## src/rtl/inst_prefetch_queue_pkg.sv

```systemverilog
// inst_prefetch_queue_pkg: shared core widths, PC step and the prefetch queue entry layout
package inst_prefetch_queue_pkg;

    localparam int XLEN = 32;
    localparam int ILEN = 32;
    localparam logic [XLEN-1:0] PC_INC = 32'd4;

    typedef struct packed {
        logic [XLEN-1:0] pc;
        logic [ILEN-1:0] inst;
    } fetch_entry_t;

    function automatic logic [XLEN-1:0] next_pc(input logic [XLEN-1:0] pc);
        return pc + PC_INC;
    endfunction

endpackage

```

## src/rtl/inst_prefetch_queue_pq_fifo.sv

```systemverilog
// pq_fifo: power-of-two synchronous FIFO with occupancy count and single-cycle flush
module pq_fifo
    import inst_prefetch_queue_pkg::*;
#(
    parameter int DEPTH = 4,
    parameter int W = XLEN + ILEN
) (
    input  logic                     clk,
    input  logic                     rst,
    input  logic                     flush,
    input  logic                     push,
    input  logic                     pop,
    input  logic [W-1:0]             wdata,
    output logic [W-1:0]             rdata,
    output logic                     empty,
    output logic [$clog2(DEPTH):0]   count
);

    localparam int AW = $clog2(DEPTH);

    logic [W-1:0]  mem [DEPTH];
    logic [AW-1:0] rd_ptr;
    logic [AW-1:0] wr_ptr;
    logic          full;
    logic          do_push;
    logic          do_pop;

    assign empty   = count == '0;
    assign full    = count == (AW+1)'(DEPTH);
    assign do_pop  = pop && !empty;
    assign do_push = push && (!full || do_pop);
    assign rdata   = mem[rd_ptr];

    // pointers and occupancy; flush discards everything and wins over push/pop
    always_ff @(posedge clk or posedge rst) begin
        if (rst) begin
            rd_ptr <= '0;
            wr_ptr <= '0;
            count  <= '0;
        end else if (flush) begin
            rd_ptr <= '0;
            wr_ptr <= '0;
            count  <= '0;
        end else begin
            if (do_push) wr_ptr <= wr_ptr + AW'(1);
            if (do_pop) rd_ptr <= rd_ptr + AW'(1);
            count <= count + (AW+1)'(do_push) - (AW+1)'(do_pop);
        end
    end

    // storage needs no reset; only entries below count are ever presented
    always_ff @(posedge clk) begin
        if (do_push && !flush) mem[wr_ptr] <= wdata;
    end

endmodule

```

## src/rtl/inst_prefetch_queue.sv

```systemverilog
// inst_prefetch_queue: sequential instruction prefetcher feeding decode; PREFETCH_BYPASS_EN lets a returning word skip the empty queue
module inst_prefetch_queue
    import inst_prefetch_queue_pkg::*;
#(
    parameter int              DEPTH    = 4,
    parameter logic [XLEN-1:0] RESET_PC = 32'h0000_0000
) (
    input  logic            clk,
    input  logic            rst,
    output logic            imem_req_o,
    output logic [XLEN-1:0] imem_addr_o,
    input  logic [ILEN-1:0] imem_data_i,
    input  logic            branch_i,
    input  logic [XLEN-1:0] branch_addr_i,
    input  logic            stall_i,
    output logic [ILEN-1:0] inst_o,
    output logic [XLEN-1:0] pc_o,
    output logic            valid_o
);

    localparam int CW = $clog2(DEPTH) + 1;

    logic [XLEN-1:0] fetch_pc;
    logic [XLEN-1:0] flight_pc;
    logic            in_flight;
    logic [CW-1:0]   count;
    logic            empty;
    logic            push;
    logic            pop;
    logic            req;
    fetch_entry_t    head;
    fetch_entry_t    ret;
    fetch_entry_t    show;

    assign ret = {flight_pc, imem_data_i};

    // a request is only issued when the queue can still absorb every outstanding word
    assign req = !rst && !branch_i && (count + CW'(in_flight) < CW'(DEPTH));
    assign pop = !empty && !stall_i && !branch_i;

`ifdef PREFETCH_BYPASS_EN
    logic bypass;
    assign bypass  = empty && in_flight;
    assign push    = in_flight && !branch_i && !(bypass && !stall_i);
    assign valid_o = !branch_i && (!empty || in_flight);
    assign show    = bypass ? ret : head;
`else
    assign push    = in_flight && !branch_i;
    assign valid_o = !branch_i && !empty;
    assign show    = head;
`endif

    assign imem_req_o  = req;
    assign imem_addr_o = fetch_pc;
    assign inst_o      = valid_o ? show.inst : '0;
    assign pc_o        = valid_o ? show.pc : '0;

    // fetch address and the single in-flight tag; a branch retargets and kills the outstanding word
    always_ff @(posedge clk or posedge rst) begin
        if (rst) begin
            fetch_pc  <= RESET_PC;
            flight_pc <= '0;
            in_flight <= 1'b0;
        end else if (branch_i) begin
            fetch_pc  <= branch_addr_i;
            in_flight <= 1'b0;
        end else begin
            in_flight <= req;
            if (req) begin
                fetch_pc  <= next_pc(fetch_pc);
                flight_pc <= fetch_pc;
            end
        end
    end

    pq_fifo #(
        .DEPTH (DEPTH),
        .W     (XLEN + ILEN)
    ) u_fifo (
        .clk   (clk),
        .rst   (rst),
        .flush (branch_i),
        .push  (push),
        .pop   (pop),
        .wdata (ret),
        .rdata (head),
        .empty (empty),
        .count (count)
    );

endmodule

```

## config.mk

```make
export PLATFORM = sky130hd
export DESIGN_NAME = inst_prefetch_queue
export DESIGN_NICKNAME = d
export VERILOG_FILES = /design/src/rtl/inst_prefetch_queue_pkg.sv /design/src/rtl/inst_prefetch_queue_pq_fifo.sv /design/src/rtl/inst_prefetch_queue.sv
export SDC_FILE = /design/constraint.sdc
export NUM_CORES = 1
export LEC_CHECK = 0
export CAP_MARGIN = 20
export CORE_UTILIZATION = 40
export DETAILED_ROUTE_END_ITERATION = 6
export PLACE_DENSITY = 0.62
export SETUP_SLACK_MARGIN = 0.1
export SYNTH_ARGS = -nofsm -noshare
export SYNTH_HDL_FRONTEND = slang
export SYNTH_SLANG_ARGS = --single-unit
```

## constraint.sdc

```tcl
create_clock -name clk -period 3.9 [get_ports clk]
set_input_delay 0.585 -clock clk [delete_from_list [all_inputs] [get_ports clk]]
set_output_delay 0.585 -clock clk [all_outputs]
set_load 0.02 [all_outputs]
```

==> key figures <==
Power and ir drop
  – Clock power frac: 0.350
  – P_sw: around 0.0025 W
  – PwrDens: slightly below 600 nW/um^2
  – Combinational power share: 0.192
  – Fraction of power consumed by sequential logic: 0.457
  – Leak Pwr: ~5.8 nW
  – Switching share of power: 0.260
  – Maximum vdd ir drop: ~0.00029 V
  – P_int: ~0.0072 W

Clock tree
  – H-tree Lvls: 2
  – Clock latency on the worst-skew pair: about 0.51 ns
  – Inserted Clock Buffers: 36
  – Maximum clock path buffer count: 3
  – Clk root buf: clkbuf_16
  – Post-CTS Setup Bufs: 0
  – TritonCTS clock tree: done
  – Clock transition at the registers of the reported paths: ~0.06 ns
  – # resized after CTS: 0
  – Sink Count: approximately 330
  – Post-CTS Hold Buffers: 0

Setup path
  – Delay-heaviest family, CP: buffers and inverters
  – Critical path cell sequence: buf_12, mux4_2, and2_1, clkdlybuf4s50_1
  – Worst setup SP type: flip-flop
  – Worst setup EP type: output port
  – Critical path type: flip-flop to output port
  – Buf+Inv Stages, Crit Path: 2
  – Critical path fanouts, max: 32
  – Critical Path RT: ~3.3 ns
  – Critical Path Slowest Stage Cell: dfrtp_4
  – CP arrival: 2.77 ns
  – Slowest stage delay, CP: roughly 0.62 ns

Floorplanning
  – Rows: 66
  – Core area: roughly 32000 sq um
  – Initial Util: 0.405
  – Die W: about 180 um
  – DIE AREA: between 30000 and 40000 sq um
  – I/O pin cnt: approximately 170
  – Die Height: roughly 180 um

Global route
  – Number of global-route vias before repair: 7528
  – Total GRT Usage: 0.173
  – GR Overflow Total: 0
  – First-pass GRT wire length: between 40000 and 50000 um
  – Largest net degree at the start of global routing: 60
  – Initial antenna violation count: 2

Run
  – Max Cap Violations: 0

STA
  – Fmax: approximately 0.3 GHz
  – RSZ-0062 raised after global routing: no
  – Worst-margin pin slew: 0.606 ns
  – Period Utilization, post-route: 0.860
  – Final min period: about 3.4 ns
  – Worst slew margin: 0.595
  – Setup tns final: 0 ns
  – Final Skew: roughly 0.013 ns
  – Final-report hold violation count: 0
  – Setup-failing EPs final: 0
  – Final Max Slew Viols: 0

Routing
  – Detailed Routing Iterations Pass 1: 4
  – Post-route ant nets: 0
  – Drc violations: 0
  – DRT iter0 DRCs: 370
  – Total number of vias: approximately 7.2k
  – DR WL/cell: a little under 20 um
  – DRT Wirelength: roughly 28000 um
  – Vias per cell: between 5 and 6

Synthesis
  – Post-Synth Adder-Cell Area: 0.00818
  – Post-synthesis sequential area ratio: 0.721
  – Yosys reg bits: between 300 and 400
  – Largest family of logic cells by synthesized area: multiplexers
  – Unique masters post-synth: 34
  – Post-synthesis mux area share: 0.117
  – Simple-Gate Fraction of Synth Area: 0.103
  – Post-Syn Nets: about 870
  – Cells after Synth: 793
  – Synth Area in Compound Gates: 0.0127
  – XOR/XNOR Fraction of Synth Area: 0.0213
  – YS warnings: 0
  – Syn_area_per_cell: roughly 17 sq um
  – Post-Synthesis Cell Area: ~13000 sq um

Cells and area
  – Layout Nets: around 1.0k
  – Finished Layout Cells: roughly 1.4k
  – Commonest non-fill, non-tap cell in the layout: edfxtp_1
  – Layout cells sized above 1: 0.156
  – Most frequent cells in the layout: 256 x edfxtp_1, 164 x clkdlybuf4s50_1, 128 x nand2_1
  – P&R area growth vs syn: 26.4%

Placement
  – Inst Count DP: roughly 1.4k
  – HPWL Detailed: 17300 um
  – Global placer's final weighted congestion: 0.793
  – IO Port Bufs: between 150 and 200

Outcome
  – Status: finished, final reports clean

Hold path
  – HP Class: input pin to flip-flop
## sequential cells by signal, indices dropped and copies added, names as in the netlist
signal	flops
u_fifo.rd_ptr	2
u_fifo.wr_ptr	2
u_fifo.mem	256
imem_addr_o	32
flight_pc	32
u_fifo.count	3
in_flight	1
## worst min-delay path, delay by kind of cell
kind,cells,cell delay (ns)
buffers and inverters,1,0.19
AND/OR/NAND/NOR,1,0.08
AO/OA/AOI/OAI,1,0.06
## Yosys cell counts (all sizes together)
library cell  count  area [sq um]
edfxtp          256          7690
nand2           128           480
and2             72           450
dfrtp            72          1800
mux4             64          1440
o21ai            30           150
clkbuf           27           103
xor2             23           201
nand4            20           140
nor2             14          52.6
buf              13          71.3
inv              12          45.0
nand3            11          55.1
xnor2             9          78.8
ha                7          87.6
mux2              7          78.8
nor3              7          35.0
and3              6          37.5
nor4              4          55.1
nor2b             3          18.8
mux2i             2          20.0
or3               2          17.5
a311oi            1          8.76
and4              1          8.76
fa                1          20.0
o31ai             1          7.51
## kinds of logic after synthesis
kind of cell,count (synthesis)
simple gates,268
mux,73
flops,328
buf+inv,52
xor+xnor,32
fa+ha+maj,8
compound gates,32
## through the flow
step,hold WS [ns],setup WS (ns),util,instance area [sq um],power (W)
after floorplan,0.476,0.559,-,13200,0.00561
after global placement,0.487,1.04,0.475,15400,0.00643
after detailed placement,0.490,1.02,0.475,15400,0.00646
after CTS,0.460,0.480,0.512,16600,0.00991
after global routing,0.489,0.419,0.512,16600,0.0102
final,0.472,0.545,0.512,16600,0.00976
## routing by layer
| layer | vias to the layer above | GRT usage | share of wire |
|---|---|---|---|
| met5 | - | 0 | 0 |
| met4 | 0 | 0.0500 | 0.022 |
| met3 | 42 | 0.0355 | 0.054 |
| met2 | 213 | 0.280 | 0.48 |
| met1 | 3658 | 0.236 | 0.44 |
| li1 | 3325 | - | - |
## layout make-up
| cell class | instances | area, sq um |
|---|---|---|
| fillers | 2708 | 15800 |
| flip-flops and latches | 328 | 9500 |
| multi-input cells | 413 | 3460 |
| repair buffers | 182 | 1860 |
| clock buffers | 44 | 962 |
| well taps | 442 | 553 |
| clock inverters | 20 | 243 |
| inverters | 12 | 46.3 |
| diodes | 1 | 2.50 |
## power groups by stage
stage                     clock network (W)  registers [W]  logic [W]
final                               0.00342        0.00446    0.00188
after global routing                0.00364        0.00451    0.00205
after CTS                           0.00351        0.00447    0.00192
after detailed placement                  0        0.00454    0.00192
after global placement                    0        0.00452    0.00191
after floorplan                           0        0.00444    0.00116
## final timing paths
path                                                   start                          end  slack [ns]  cells past startpoint
worst min register to register    imem_addr_o[1]$_DFFE_PP0P_     flight_pc[1]$_DFFE_PP0P_        0.49                      2
worst min-delay path                                branch_i  imem_addr_o[25]$_DFFE_PP0N_        0.47                      3
min in group asynchronous                                rst  imem_addr_o[27]$_DFFE_PP0N_        0.59                      2
worst max-delay path            u_fifo.rd_ptr[0]$_DFFE_PP0P_                      pc_o[3]        0.55                      4
worst max register to register     u_fifo.count[1]$_DFF_PP0_    flight_pc[29]$_DFFE_PP0P_        1.48                      8
max in group asynchronous                                rst   imem_addr_o[8]$_DFFE_PP0N_        2.57                      3
(Power assumes the default switching activity.)
